**config.mk**
```make
export PLATFORM = sky130hd
export DESIGN_NAME = sum_bcd_converter
export DESIGN_NICKNAME = d
export VERILOG_FILES = /design/src/rtl/lcd_pkg.sv /design/src/rtl/sum_bcd_converter_core.sv /design/src/rtl/sum_bcd_converter.sv
export SDC_FILE = /design/constraint.sdc
export NUM_CORES = 1
export LEC_CHECK = 0
export BUFFER_PORTS_ARGS = -buffer_cell sky130_fd_sc_hd__buf_2
export CORE_ASPECT_RATIO = 0.8
export CORE_UTILIZATION = 55
export DETAILED_ROUTE_END_ITERATION = 10
export HOLD_SLACK_MARGIN = 0.05
export PLACE_DENSITY = 0.83
export REMOVE_ABC_BUFFERS = 1
export SYNTH_ARGS = -nofsm -noshare
export SYNTH_HDL_FRONTEND = slang
export SYNTH_SLANG_ARGS = --single-unit
```
**constraint.sdc**
```tcl
create_clock -name clk -period 2.3 [get_ports clk]
set_clock_uncertainty 0.15 [all_clocks]
set_input_delay 0.46 -clock clk [delete_from_list [all_inputs] [get_ports clk]]
set_output_delay 0.46 -clock clk [all_outputs]
set_load 0.02 [all_outputs]
```
**src/rtl/lcd_pkg.sv**
```systemverilog
// Shared parameters, digit byte type and converter FSM states for the
// LCD digit pipeline.
package lcd_pkg;

    localparam int SUM_W_DEF   = 17;
    localparam int N_W_DEF     = 10;
    localparam int SUM_DIG_DEF = 5;
    localparam int N_DIG_DEF   = 3;

    localparam logic [7:0] ASCII_ZERO = 8'h30;

    typedef logic [7:0] digit_t;

    typedef enum logic [1:0] {
        IDLE  = 2'd0,
        SHIFT = 2'd1,
        DONE  = 2'd2
    } state_e;

    function automatic longint unsigned pow10(input int digits);
        longint unsigned p;
        p = 64'd1;
        for (int i = 0; i < digits; i++) begin
            p = p * 64'd10;
        end
        return p;
    endfunction

endpackage

```
**src/rtl/sum_bcd_converter_core.sv**
```systemverilog
// Double-dabble core: converts a W-bit operand into DIG BCD nibbles, one bit
// per enabled cycle. Digits beyond DIG fall off the top, giving modulo 10^DIG.
module bcd_dd_core #(
    parameter int W   = 17,
    parameter int DIG = 5
) (
    input  logic             clk,
    input  logic             rst_n,
    input  logic             load_i,
    input  logic             shift_en_i,
    input  logic [W-1:0]     operand_i,
    output logic [4*DIG-1:0] bcd_o
);

    logic [W-1:0]     op_q, op_d;
    logic [4*DIG-1:0] bcd_q, bcd_d;
    logic [4*DIG-1:0] adj;

    always_comb begin
        adj   = bcd_q;
        op_d  = op_q;
        bcd_d = bcd_q;
        for (int i = 0; i < DIG; i++) begin
            if (bcd_q[4*i +: 4] >= 4'd5) begin
                adj[4*i +: 4] = bcd_q[4*i +: 4] + 4'd3;
            end
        end
        if (load_i) begin
            op_d  = operand_i;
            bcd_d = '0;
        end else if (shift_en_i) begin
            bcd_d = {adj[4*DIG-2:0], op_q[W-1]};
            op_d  = op_q << 1;
        end
    end

    always_ff @(posedge clk or negedge rst_n) begin
        if (!rst_n) begin
            op_q  <= '0;
            bcd_q <= '0;
        end else begin
            op_q  <= op_d;
            bcd_q <= bcd_d;
        end
    end

    assign bcd_o = bcd_q;

endmodule

```
**src/rtl/sum_bcd_converter.sv**
```systemverilog
// Converts a binary sum and term count into LCD digit bytes.
// Define SUM_BCD_SAT_EN to saturate out-of-range values to all nines.
module sum_bcd_converter
    import lcd_pkg::*;
#(
    parameter int SUM_W   = SUM_W_DEF,
    parameter int N_W     = N_W_DEF,
    parameter int SUM_DIG = SUM_DIG_DEF,
    parameter int N_DIG   = N_DIG_DEF
) (
    input  logic             clk,
    input  logic             rst_n,
    input  logic             start_i,
    input  logic [SUM_W-1:0] sum_i,
    input  logic [N_W-1:0]   n_i,
    output digit_t           data_o   [SUM_DIG],
    output digit_t           data_N_o [N_DIG],
    output logic             busy_o,
    output logic             done_o
);

    localparam int CNT_W = $clog2(SUM_W + 1);
    localparam logic [CNT_W-1:0] CNT_LOAD = CNT_W'(SUM_W);
    // N finishes early: it shifts only while the counter is above this mark.
    localparam logic [CNT_W-1:0] N_STOP   = CNT_W'(SUM_W - N_W);

    state_e             state_q, state_d;
    logic [CNT_W-1:0]   cnt_q, cnt_d;
    logic               load;
    logic               shiftSum;
    logic               shiftN;
    logic [4*SUM_DIG-1:0] sumBcd, sumFinal, sumNib_q;
    logic [4*N_DIG-1:0]   nBcd, nFinal, nNib_q;
    logic               done_q;

    always_comb begin
        state_d  = state_q;
        cnt_d    = cnt_q;
        load     = 1'b0;
        shiftSum = 1'b0;
        shiftN   = 1'b0;
        case (state_q)
            IDLE: begin
                if (start_i) begin
                    load    = 1'b1;
                    cnt_d   = CNT_LOAD;
                    state_d = SHIFT;
                end
            end
            SHIFT: begin
                shiftSum = 1'b1;
                shiftN   = (cnt_q > N_STOP);
                cnt_d    = cnt_q - 1'b1;
                if (cnt_q == CNT_W'(1)) begin
                    state_d = DONE;
                end
            end
            DONE: begin
                state_d = IDLE;
            end
            default: begin
                state_d = IDLE;
            end
        endcase
    end

    always_ff @(posedge clk or negedge rst_n) begin
        if (!rst_n) begin
            state_q <= IDLE;
            cnt_q   <= '0;
        end else begin
            state_q <= state_d;
            cnt_q   <= cnt_d;
        end
    end

    bcd_dd_core #(
        .W   (SUM_W),
        .DIG (SUM_DIG)
    ) u_sum_core (
        .clk        (clk),
        .rst_n      (rst_n),
        .load_i     (load),
        .shift_en_i (shiftSum),
        .operand_i  (sum_i),
        .bcd_o      (sumBcd)
    );

    bcd_dd_core #(
        .W   (N_W),
        .DIG (N_DIG)
    ) u_n_core (
        .clk        (clk),
        .rst_n      (rst_n),
        .load_i     (load),
        .shift_en_i (shiftN),
        .operand_i  (n_i),
        .bcd_o      (nBcd)
    );

`ifdef SUM_BCD_SAT_EN
    logic sumOvf_q, nOvf_q;

    // Range is judged on the captured operands, not on the truncated BCD.
    always_ff @(posedge clk or negedge rst_n) begin
        if (!rst_n) begin
            sumOvf_q <= 1'b0;
            nOvf_q   <= 1'b0;
        end else if (load) begin
            sumOvf_q <= (64'(sum_i) >= pow10(SUM_DIG));
            nOvf_q   <= (64'(n_i) >= pow10(N_DIG));
        end
    end

    assign sumFinal = sumOvf_q ? {SUM_DIG{4'h9}} : sumBcd;
    assign nFinal   = nOvf_q   ? {N_DIG{4'h9}}   : nBcd;
`else
    assign sumFinal = sumBcd;
    assign nFinal   = nBcd;
`endif

    always_ff @(posedge clk or negedge rst_n) begin
        if (!rst_n) begin
            sumNib_q <= '0;
            nNib_q   <= '0;
            done_q   <= 1'b0;
        end else begin
            done_q <= (state_q == DONE);
            if (state_q == DONE) begin
                sumNib_q <= sumFinal;
                nNib_q   <= nFinal;
            end
        end
    end

    always_comb begin
        for (int i = 0; i < SUM_DIG; i++) begin
            data_o[i] = {4'h0, sumNib_q[4*i +: 4]};
        end
        for (int i = 0; i < N_DIG; i++) begin
            data_N_o[i] = {4'h0, nNib_q[4*i +: 4]};
        end
    end

    assign busy_o = (state_q != IDLE);
    assign done_o = done_q;

endmodule

```
==> results.md <==
* # placed instances at 624
* Initial DRC Count at 152
* Top cells by area, synth: dfrtp_1 51%, buf_4 5.1%, mux2_2 5.1%
* Fmax at 0.508 GHz
* Avg Cell Area, Syn at 10.5 µm²
* Drt via density at 5.45
* RSZ-0062 raised after global routing: no
* Max_slew headroom at 61.8%
* Peak supply drop at 0.000624 V
* Met1 Track Usage GR at 26.7%
* Most common cell after layout, fill and taps aside: dfrtp_1
* Die Height at 85.7 µm
* CTS tree: built
* Gate Count Post-Synth at 459
* Clk sink count at 99
* Total core area at 0.00848 mm²
* Ratio of cells with drive above 1 in the final layout at 23.3%
* Clk pwr share at 14.5%
* Setup Viol. Count Final at 0
* Max Cap Violations at 0
* Finished Layout Cells at 641
* CTS HTree Levels at 3
* Clk_lat worst skew at 0.36 ns
* Post-synthesis sequential area ratio at 51.4%
* Worst Slack Setup Final at 0.331 ns
* Switching share of power at 41.1%
* GR Util met3 at 6.69%
* Boundary pin count at 96
* Slew Viols, Final at 0
* Startpoint types: register
* Antenna viol nets, final at 0
* Kind of critical path: reg2reg
* Yosys warns at 0
* Switching pwr at 3.07 mW
* First-pass GRT wire length at 15600 µm
* Main synth FF type: dfrtp_1
* Die footprint at 0.00914 mm²
* Distinct cells, synth at 40
* Via count of the first global-routing pass at 3359
* Final hold viol count at 0
* Crit. End Element: register
* Int Pwr at 4.40 mW
* Gpl congestion at 0.819
* Die width at 107 µm
* Status: complete, no violations
* Place WS at 0.357 ns
* Initial antenna violation count at 0
* Initial Util at 56.8%
* Logic pwr share at 44.8%
* Data arrival, critical path at 2.12 ns
* Synthesized cell area at 0.00482 mm²
* #FFs+latches synth at 99
* Number of port buffers at 63
* EDFF count, synth at 0
* GRT Overall Usage at 21.8%
* Worst slew pin tran at 0.573 ns
* Period minus WS final at 1.97 ns
* Critical Path Fanout Max at 14
* Gr busiest metal: met2
* DRC at 0
* Highest-count cells in the layout ignoring fill and taps: 99 x dfrtp_1, 62 x nand2_1, 62 x buf_2, 41 x o21ai_0, 32 x conb_1
* Seq pwr share at 40.7%
* Drt pass-1 iters at 4
* Total Power at 7.47 mW
* M2 GR Usage at 37.5%
* Setup_tns at 0 ns
* Final #Nets at 573
* Worst hold slack at 0.144 ns
* Share of the synthesized area in the top cell type at 51.4%
* Area grow syn2layout at 11.7%
* FFs w/ async S/R, synth at 100%
* Grt ovf at 0
* Hold Crit Class: in2reg
* Clock Pin Slew Worst Setup and Hold Paths at 0.09 ns
* Resize count post-CTS at 0
* Final WL at 9350 µm
* Lkg Pwr at 2.74 nW
* Drt wl/cell at 14.6 µm
* Cell Pwr Density at 1390 mW/mm²
* Fin crit share at 85.6%
* Largest net degree at the start of global routing at 45
* N_diodes at 0
* Vias post-DR at 3496
* WP data required at 2.45 ns
* CTS max path bufs at 2
* Area leader, netlist: dfrtp_1
* Clock Tree Root: clkbuf_8
* Num CTS Buffers at 9
* Num rows at 30
* Detailed Place HPWL at 6500 µm
-- timing repair --
item	in CTS	in global routing
hold endpoints to repair	42	0
hold buffers	1	0
buffers inserted	0	0
-- path summary, 6_finish.rpt --
kind                       cells past startpoint         start            endpoint  slack, ns
max                                            5      cnt_q[1]    u_n_core.op_q[9]       0.33
min                                            3      sum_i[0]  u_sum_core.op_q[0]       0.14
max reg2reg                                    5      cnt_q[1]    u_n_core.op_q[9]       0.33
min reg2reg                                    2  sumNib_q[12]        sumNib_q[12]       0.33
max in group asynchronous                      3         rst_n  u_sum_core.op_q[4]       0.89
min in group asynchronous                      2         rst_n           nNib_q[4]       0.48
-- Yosys cell counts (all sizes together), types with 5 or more instances --
master / n
o31ai: 12
ha: 19
nor2: 8
a21o: 10
o21ai: 44
nand2: 62
xor2: 5
a22oi: 17
dfrtp: 99
a21oi: 14
inv: 19
clkbuf: 8
nand2b: 10
a32o: 5
a22o: 8
mux2: 24
nand3: 26
xnor2: 8
buf: 46
-- critical path, cell delays in order, from the launching register on --
cell,delay (ns)
dfrtp_1,0.43
ha_1,0.18
and4b_4,0.21
o31a_4,0.35
nor2_2,0.40
a21o_1,0.19
-- final cells by class --
| class | instances | area [µm²] |
|---|---|---|
| multi-input combinational | 318 | 2050 |
| clock inverter | 4 | 51.3 |
| inverter | 19 | 71.3 |
| tap | 112 | 140 |
| timing repair buffer | 77 | 450 |
| fill | 725 | 3100 |
| clock buffer | 12 | 135 |
| sequential | 99 | 2480 |
-- registers in the layout, summed over array words and instances (netlist names) --
| register | count |
|---|---|
| u_sum_core.bcd_o | 20 |
| nNib_q | 12 |
| u_n_core.bcd_o | 12 |
| state_q | 2 |
| u_n_core.op_q | 10 |
| cnt_q | 5 |
| sumNib_q | 20 |
| u_sum_core.op_q | 17 |
| done_o | 1 |
-- metal layers --
metal | part of all wire [%] | routed length, µm
met5 | 0 | 0
met4 | 0.93 | 87
met3 | 5.4 | 508
met2 | 50 | 4670
met1 | 44 | 4080
-- metrics by stage --
stage	utilization, %	cell area [µm²]
2_1_floorplan	-	4590
3_3_place_gp	61.1	5180
3_5_place_dp	61.1	5180
4_1_cts	63.4	5380
5_1_grt	63.4	5380
6_report	63.4	5380
-- kinds of logic (layout without fill, tap and decap cells) --
logic type	count (synthesis)	after routing	synth area share, %
and+or+nand+nor	116	116	11.3
AOI/OAI and AO/OA	113	113	15.4
DFF	99	99	51.4
buffers and inverters	73	112	8.70
muxes	25	25	5.82
adders and majority gates	19	19	4.93
xor gates and xnor gates	13	13	2.36
other	1	32	0.0778
-- power by group through the flow --
stage | clock network, mW | registers [mW] | logic [mW]
floorplan | 0 | 3.19 | 2.15
global placement | 0 | 3.00 | 3.13
detailed placement | 0 | 3.06 | 3.34
CTS | 1.12 | 3.03 | 3.37
global route | 1.17 | 3.13 | 3.75
finish | 1.08 | 3.04 | 3.35
Power figures use the tool's default switching activity.
